$ cat config.mk
export PLATFORM = sky130hd
export DESIGN_NAME = sha_pad
export DESIGN_NICKNAME = d
export VERILOG_FILES = /design/src/rtl/sha_pad.sv
export SDC_FILE = /design/constraint.sdc
export NUM_CORES = 1
export LEC_CHECK = 0
export ABC_AREA = 1
export BUFFER_PORTS_ARGS = -buffer_cell sky130_fd_sc_hd__buf_2
export CAP_MARGIN = 20
export CORE_UTILIZATION = 45
export DETAILED_ROUTE_END_ITERATION = 16
export MAX_ROUTING_LAYER = met4
export PLACE_DENSITY = 0.66
export SYNTH_ARGS = -nofsm -noshare
export SYNTH_HDL_FRONTEND = slang
export SYNTH_SLANG_ARGS = --single-unit
export TNS_END_PERCENT = 50
$ cat constraint.sdc
create_clock -name clk -period 3.3 [get_ports clk]
set_input_delay 0.66 -clock clk [delete_from_list [all_inputs] [get_ports clk]]
set_output_delay 0.66 -clock clk [all_outputs]
set_load 0.005 [all_outputs]
$ cat src/rtl/sha_pad.sv
// sha_pad: SHA-1/SHA-256 message padder and 512-bit block framer for the hash core.
// Optional SHA_PAD_SWAP_EN byte-reverses host words on acceptance (little-endian host).
module sha_pad #(
    parameter int          CNT_W    = 32,
    parameter logic [2:0]  FIN_DONE = 3'b010
) (
    input  logic        clk,
    input  logic        reset,
    input  logic        in_valid,
    input  logic [31:0] in_data,
    input  logic        in_last,
    input  logic [1:0]  in_bytes,
    output logic        in_ready,
    output logic [1:0]  start,
    output logic [31:0] data,
    input  logic [2:0]  finished,
    output logic        msg_done
);
    typedef enum logic [2:0] {IDLE, DATA, PAD, ZERO, LEN_HI, LEN_LO, WAIT} state_t;
    state_t            state_q, state_d, tgt_q, tgt_d, pad_nxt;
    logic [3:0]        idx_q, idx_d;
    logic [CNT_W-1:0]  cnt_q, cnt_d;
    logic              ovf_q, ovf_d;
    logic [1:0]        start_q, start_d;
    logic [31:0]       data_q, data_d;
    logic              done_q, done_d;
    logic [31:0]       word, pad_word;
    logic [2:0]        nb;
    logic [5:0]        add_bits;
    logic [63:0]       len;
    logic [1:0]        code;
`ifdef SHA_PAD_SWAP_EN
    assign word = {in_data[7:0], in_data[15:8], in_data[23:16], in_data[31:24]};
`else
    assign word = in_data;
`endif
    assign nb       = (in_bytes == 2'b00) ? 3'd4 : {1'b0, in_bytes};
    assign pad_word = (word & ~(32'hFFFF_FFFF >> {nb, 3'b000})) | (32'h8000_0000 >> {nb, 3'b000});
    assign add_bits = in_last ? {nb, 3'b000} : 6'd32;
    assign code     = (idx_q == 4'd0) ? 2'b01 : (idx_q == 4'd15) ? 2'b11 : 2'b10;
    // Where to go after the 0x80 byte is placed: overflow into an extra block when it lands at 14 or 15.
    assign pad_nxt  = (idx_q == 4'd15) ? WAIT : (idx_q == 4'd13) ? LEN_HI : ZERO;
    assign in_ready = reset && (state_q == IDLE || state_q == DATA);
    assign start    = start_q;
    assign data     = data_q;
    assign msg_done = done_q;
    always_comb begin
        len = '0;
        len[CNT_W-1:0] = cnt_q;
    end
    always_comb begin
        state_d = state_q;
        tgt_d   = tgt_q;
        idx_d   = idx_q;
        cnt_d   = cnt_q;
        ovf_d   = ovf_q;
        start_d = 2'b00;
        data_d  = '0;
        done_d  = 1'b0;
        case (state_q)
            IDLE, DATA: begin
                if (in_valid) begin
                    start_d = code;
                    idx_d   = idx_q + 4'd1;
                    cnt_d   = cnt_q + CNT_W'(add_bits);
                    data_d  = word;
                    state_d = DATA;
                    if (in_last && nb != 3'd4) begin
                        data_d  = pad_word;
                        state_d = pad_nxt;
                        ovf_d   = idx_q == 4'd14;
                        tgt_d   = ZERO;
                    end else if (in_last) begin
                        state_d = (idx_q == 4'd15) ? WAIT : PAD;
                        tgt_d   = PAD;
                    end else if (idx_q == 4'd15) begin
                        state_d = WAIT;
                        tgt_d   = DATA;
                    end
                end
            end
            PAD: begin
                start_d = code;
                idx_d   = idx_q + 4'd1;
                data_d  = 32'h8000_0000;
                state_d = pad_nxt;
                ovf_d   = idx_q == 4'd14;
                tgt_d   = ZERO;
            end
            ZERO: begin
                start_d = code;
                idx_d   = idx_q + 4'd1;
                state_d = (idx_q == 4'd15) ? WAIT : (idx_q == 4'd13 && !ovf_q) ? LEN_HI : ZERO;
                ovf_d   = ovf_q && idx_q != 4'd15;
                tgt_d   = ZERO;
            end
            LEN_HI: begin
                start_d = code;
                idx_d   = idx_q + 4'd1;
                data_d  = len[63:32];
                state_d = LEN_LO;
            end
            LEN_LO: begin
                start_d = code;
                idx_d   = idx_q + 4'd1;
                data_d  = len[31:0];
                state_d = WAIT;
                tgt_d   = IDLE;
            end
            WAIT: begin
                if (finished == FIN_DONE) begin
                    state_d = tgt_q;
                    done_d  = tgt_q == IDLE;
                    cnt_d   = (tgt_q == IDLE) ? '0 : cnt_q;
                end
            end
            default: state_d = IDLE;
        endcase
    end
    always_ff @(posedge clk) begin
        if (!reset) begin
            state_q <= IDLE;
            tgt_q   <= IDLE;
            idx_q   <= '0;
            cnt_q   <= '0;
            ovf_q   <= 1'b0;
            start_q <= 2'b00;
            data_q  <= '0;
            done_q  <= 1'b0;
        end else begin
            state_q <= state_d;
            tgt_q   <= tgt_d;
            idx_q   <= idx_d;
            cnt_q   <= cnt_d;
            ovf_q   <= ovf_d;
            start_q <= start_d;
            data_q  <= data_d;
            done_q  <= done_d;
        end
    end
endmodule

-- Word level (Yosys, flattened, before mapping)
Cells that the tools add are included.
- $mul: 0
- divide/modulo/power cells: 0
- $add $sub $neg: 2
- shift operators: 2
- eq/ne operators: 17
- bitwise operators: 3
- reduce and logical (&&, ||, !) cells: 23
- order comparisons: 0
- muxes and demuxes: 34
- operator list (operator ; number):
    $mux 32 ; 5
    $pmux 32 s3 ; 1
    $pmux 32 s2 ; 1
    $shr 32x6->32 const A ; 2
    $mux 3 ; 15
    $add 32x6->32 ; 1
    $and 32x32->32 ; 1
    $not 32->32 ; 1
    $or 32x32->32 ; 1
    $pmux 3 s6 ; 1
    $eq 4x4->1 const B ; 3
    $eq 3x2->1 const B ; 3
    $eq 3x3->1 const B ; 3
    $pmux 3 s3 ; 1
    $reduce_and 3->1 ; 3
    $ne 2x2->1 const B ; 4
    $ne 4x4->1 const B ; 2
    $pmux 4 s2 ; 1
    $logic_not 3->1 ; 2
    $mux 6 ; 1
    $reduce_bool 3->1 ; 2
    $add 4x1->4 const B ; 1
    $logic_and 1x1->1 ; 4
    $logic_not 4->1 ; 1
    15 further kinds ; 21
- word-level logic and storage cells: 89
- memories kept: 0
- flip-flop bits (word level): 78
- input port bits: 41
- ROM bits: 0
- bits in writable memories: 0
- latch bits: 0
- output and inout bits: 36

-- Logic depth before layout (Yosys ltp)
- depth in word-level cells: 9
- gate-level depth with buffers: 13
- depth with buffers taken out: 13

-- Worst setup path before layout
OpenSTA, ideal clock, no wires.
- path kind: input-to-reg
- start point: in in_bytes[0]
- end point: reg cnt_q[16]
- stages on the path: 13
- data arrival time: 2.427 ns
- data required time: 3.236 ns
- path buffers: 0
- path slack: 0.809 ns
- library setup time: 0.064 ns
- path through: inv_1 ha_1 nor2_1 inv_1 ha_1 nand2_1 nand3_1 nand2_1 nor2_4 nand3_1 nor2_1 nor2_1 nor2_1
- cells in the longest elaborated chain, start to end: 6
- RTL lines (item ; RTL line ; text):
    start: declaration ; 12 ; input logic [1:0] in_bytes,
    $logic_not 2->1 ; 37 ; assign nb = (in_bytes == 2'b00) ? 3'd4 : {1'b0, in_bytes};
    $mux 3 * ; 37 ;
    $mux 6 * ; 39 ; assign add_bits = in_last ? {nb, 3'b000} : 6'd32;
    $add 32x6->32 * ; 65 ; cnt_d = cnt_q + CNT_W'(add_bits);
    $mux 32 * ; 62 ; if (in_valid) begin
    $pmux 32 s2 * ; 60 ; case (state_q)
    end signal: assignment ; 134 ; cnt_q <= cnt_d;
    end: declaration ; 22 ; logic [CNT_W-1:0] cnt_q, cnt_d;
Every way passes the cells marked *; elsewhere a longest branch is shown, timed or not. The select of a mux whose other input is x is not followed.
A chain may end at the register's enable or synchronous reset.

-- Worst setup path after layout
- start point: in in_bytes[0]
- end point: reg cnt_q[19]
Same word-level chain as after synthesis.

==> metrics.txt <==
Worst R2R Setup Slack=approximately 0.95 ns; Die Height=approximately 95 um; Mapped Cells=~570; Port Buffers=76; Clock Skew=roughly 0.0097 ns; Final Hold Viols=0; LEAKAGE=approximately 2.0 nW; met3 GRT Util=3.46%; delay of the slowest cell on the worst path=0.22 ns; WP data arrival=between 2 and 3 ns; PnR worst setup slack=around 0.94 ns; outcome=finished clean; Via density=about 5.1; gr busiest metal=met2; layout cell share with drive strength beyond 1=17.2%; Worst Path Max Fanout=5; worst slew pin tran=0.907 ns; filler instances=between 800 and 900; worst hold path class=reg -> reg; initial antenna violation count=0; DRT Wirelength=about 9.5 mm; register area share after synthesis=38.1%; GR Util met1=30.8%; CP most frequent cell=nand2_1; die area=between 9000 and 10000 um2; P&R area growth vs syn=15.9%; max-cap violations=0; cell family with most CP delay=simple AND/OR/NAND/NOR gates; hold path depth=2; Area contributors post-synth=dfxtp_1, nand2_1, a21oi_1; Hold EP=data[25]$_SDFF_PN0_; # IOs=between 70 and 80; vias in the first global route=3412; placer's final routability congestion estimate=just over 0.9; CP Capture Type=flip-flop; Yosys top cell by area=dfxtp_1; pin count of the biggest net entering global routing=35; worst path bufs/invs=3; CP Cell Sequence=buf_2, inv_1, ha_1, nor3_1, ha_1, fa_1, nand2_1, nand2_1, nand3_1, nor2_2, nand2_1, o21bai_1, inv_1, nor2_1; reg2reg end=cnt_q[3]$_SDFFE_PN0P_; Slew headroom=~40%; Worst R2R Start=state_q[1]$_SDFFE_PN0P_; flops & latches, synth=74; setup violators final=0; Max clock buf depth=2; number of flops mapped to enable cells by yosys=0; crit path launch=in_bytes[0]; # DRC=0; hold_sp=cnt_q[25]$_SDFFE_PN0P_; GR Layer Usage met2=35.9%; row cnt=33; post-synth top area share=38.1%; WP data required=3.60 ns; Setup TNS=0 ns; CTS Buf Count=9; r2r worst-path depth=10; fin nets=between 600 and 700; width of the die=about 95 um; gr usage total=about a quarter; Critical Path Source Type=primary input; CTS Hold Bufs=0; Ys Warns=0; period utilization=71.5%; asr flop ratio synth=0%; WP depth=14; Mapped Avg Cell Area=6.87 um2; PD cells=432 nW/um2; Pre-antenna DRT Iters=5; most common flop cell mapped by yosys=dfxtp_1; Slowest-stage cell, CP=ha_1; GR Overflow Total=0; Final Max Slew Viols=0; top-count cell post-synth=nand2_1; RSZ-0062 raised after global routing=false; WS Path Type=in -> reg; Post-synth top cells=nand2_1, dfxtp_1, inv_1; ANT nets after route=0; Iteration-0 DRC Markers=249; Worst-path clk slew=approximately 0.08 ns; CTS tree=done; post-CTS sizing=0; Via Count=approximately 3800; first-pass GRT wire length=approximately 16 mm; Core Box Area=between 8000 and 9000 um2; clock root cell=clkbuf_8; fmax=between 400 and 500 MHz; Distinct cells, synth=38; VDD IR max=0.223 mV; Clk Latency, worst-skew pair=between 0.3 and 0.4 ns; H-tree levels=3; Post-DP HPWL=approximately 7 mm; Cell Area, Synth=3890 um2; # diodes=0; effective utilization at floorplan=46.8%; Post-CTS Setup Bufs=0; Final min period=around 2.4 ns; CTS Sinks=between 70 and 80; routed len/inst=about 13 um; Setup Slack @ Placement=approximately 0.59 ns; syn_nets=624
## layout make-up
type	count	area [um2]	area share, %
Sequential cell	74	1480	32.9
Tap cell	105	131	2.92
Inverter	75	282	6.25
Timing Repair Buffer	78	395	8.78
Clock inverter	6	66.3	1.47
Multi-Input combinational cell	402	2020	44.9
Clock buffer	10	128	2.83
## cell families after synthesis
logic type      after synthesis  share of synthesized area [%]
simple gates                291                           33.2
buf+inv                      90                           9.88
compound gates               93                           12.9
fa+ha+maj                    17                           5.67
xor+xnor                      1                          0.225
flops                        74                           38.1
## per-layer routing
layer,wire (um),vias to the layer above
li1,-,1979
met4,182,0
met2,4130,102
met5,0,-
met3,522,14
met1,4630,1710
## worst register-to-register path, cell delays in order, from the launching register on
cell and delay [ns]:
dfxtp_1 0.53, inv_2 0.11, ha_1 0.31, inv_1 0.16, nor2_1 0.09, inv_1 0.09, nand2_4 0.10, nor2_8 0.38
inv_1 0.23, o21ai_0 0.20, a21oi_1 0.05
## worst max-delay path by stage
stage	to	slack (ns)
finish	cnt_q[19]$_SDFFE_PN0P_	0.94
global route	cnt_q[16]$_SDFFE_PN0P_	0.70
CTS	cnt_q[16]$_SDFFE_PN0P_	0.96
detailed placement	cnt_q[16]$_SDFFE_PN0P_	0.59
global placement	cnt_q[16]$_SDFFE_PN0P_	0.67
floorplan	cnt_q[16]$_SDFFE_PN0P_	0.81
## where the power goes
part | internal [mW] | switching, mW
Sequential | 0.932 | 0.0234
Combinational | 0.102 | 0.173
Clock | 0.351 | 0.367
Total | 1.38 | 0.563
## cell usage in the layout (no fill, tap or decap), types with 2 or more instances in the layout
cell,count
clkinvlp_4,3
buf_4,2
nand4_1,13
nand2_4,2
dfxtp_1,74
clkbuf_8,9
o21ai_0,18
buf_2,76
nand2_2,3
inv_1,70
nand3_1,48
nand3_2,2
a21oi_1,55
inv_2,4
ha_1,16
o21ai_1,4
nor2_1,64
nor2_4,2
nand2_1,136
o21bai_1,7
nor3_1,14
o22ai_1,4
## sequential cells by signal, summed over array words and instances (netlist names)
name,cells
ovf_q,1
idx_q,4
msg_done,1
state_q,3
data,32
cnt_q,29
tgt_q,2
start,2
## per-stage QoR
stage | utilization [%] | power (mW) | instances | hold WS [ns] | cell area [um2]
5_1_grt | 54.3 | 2.04 | 750 | 0.524 | 4500
2_1_floorplan | - | 1.16 | 566 | 0.448 | 3890
3_5_place_dp | 51.9 | 1.25 | 734 | 0.486 | 4310
3_3_place_gp | 51.9 | 1.25 | 734 | 0.483 | 4310
4_1_cts | 54.3 | 1.97 | 750 | 0.497 | 4500
6_report | 54.3 | 1.95 | 750 | 0.500 | 4500
Power figures use the tool's default switching activity.
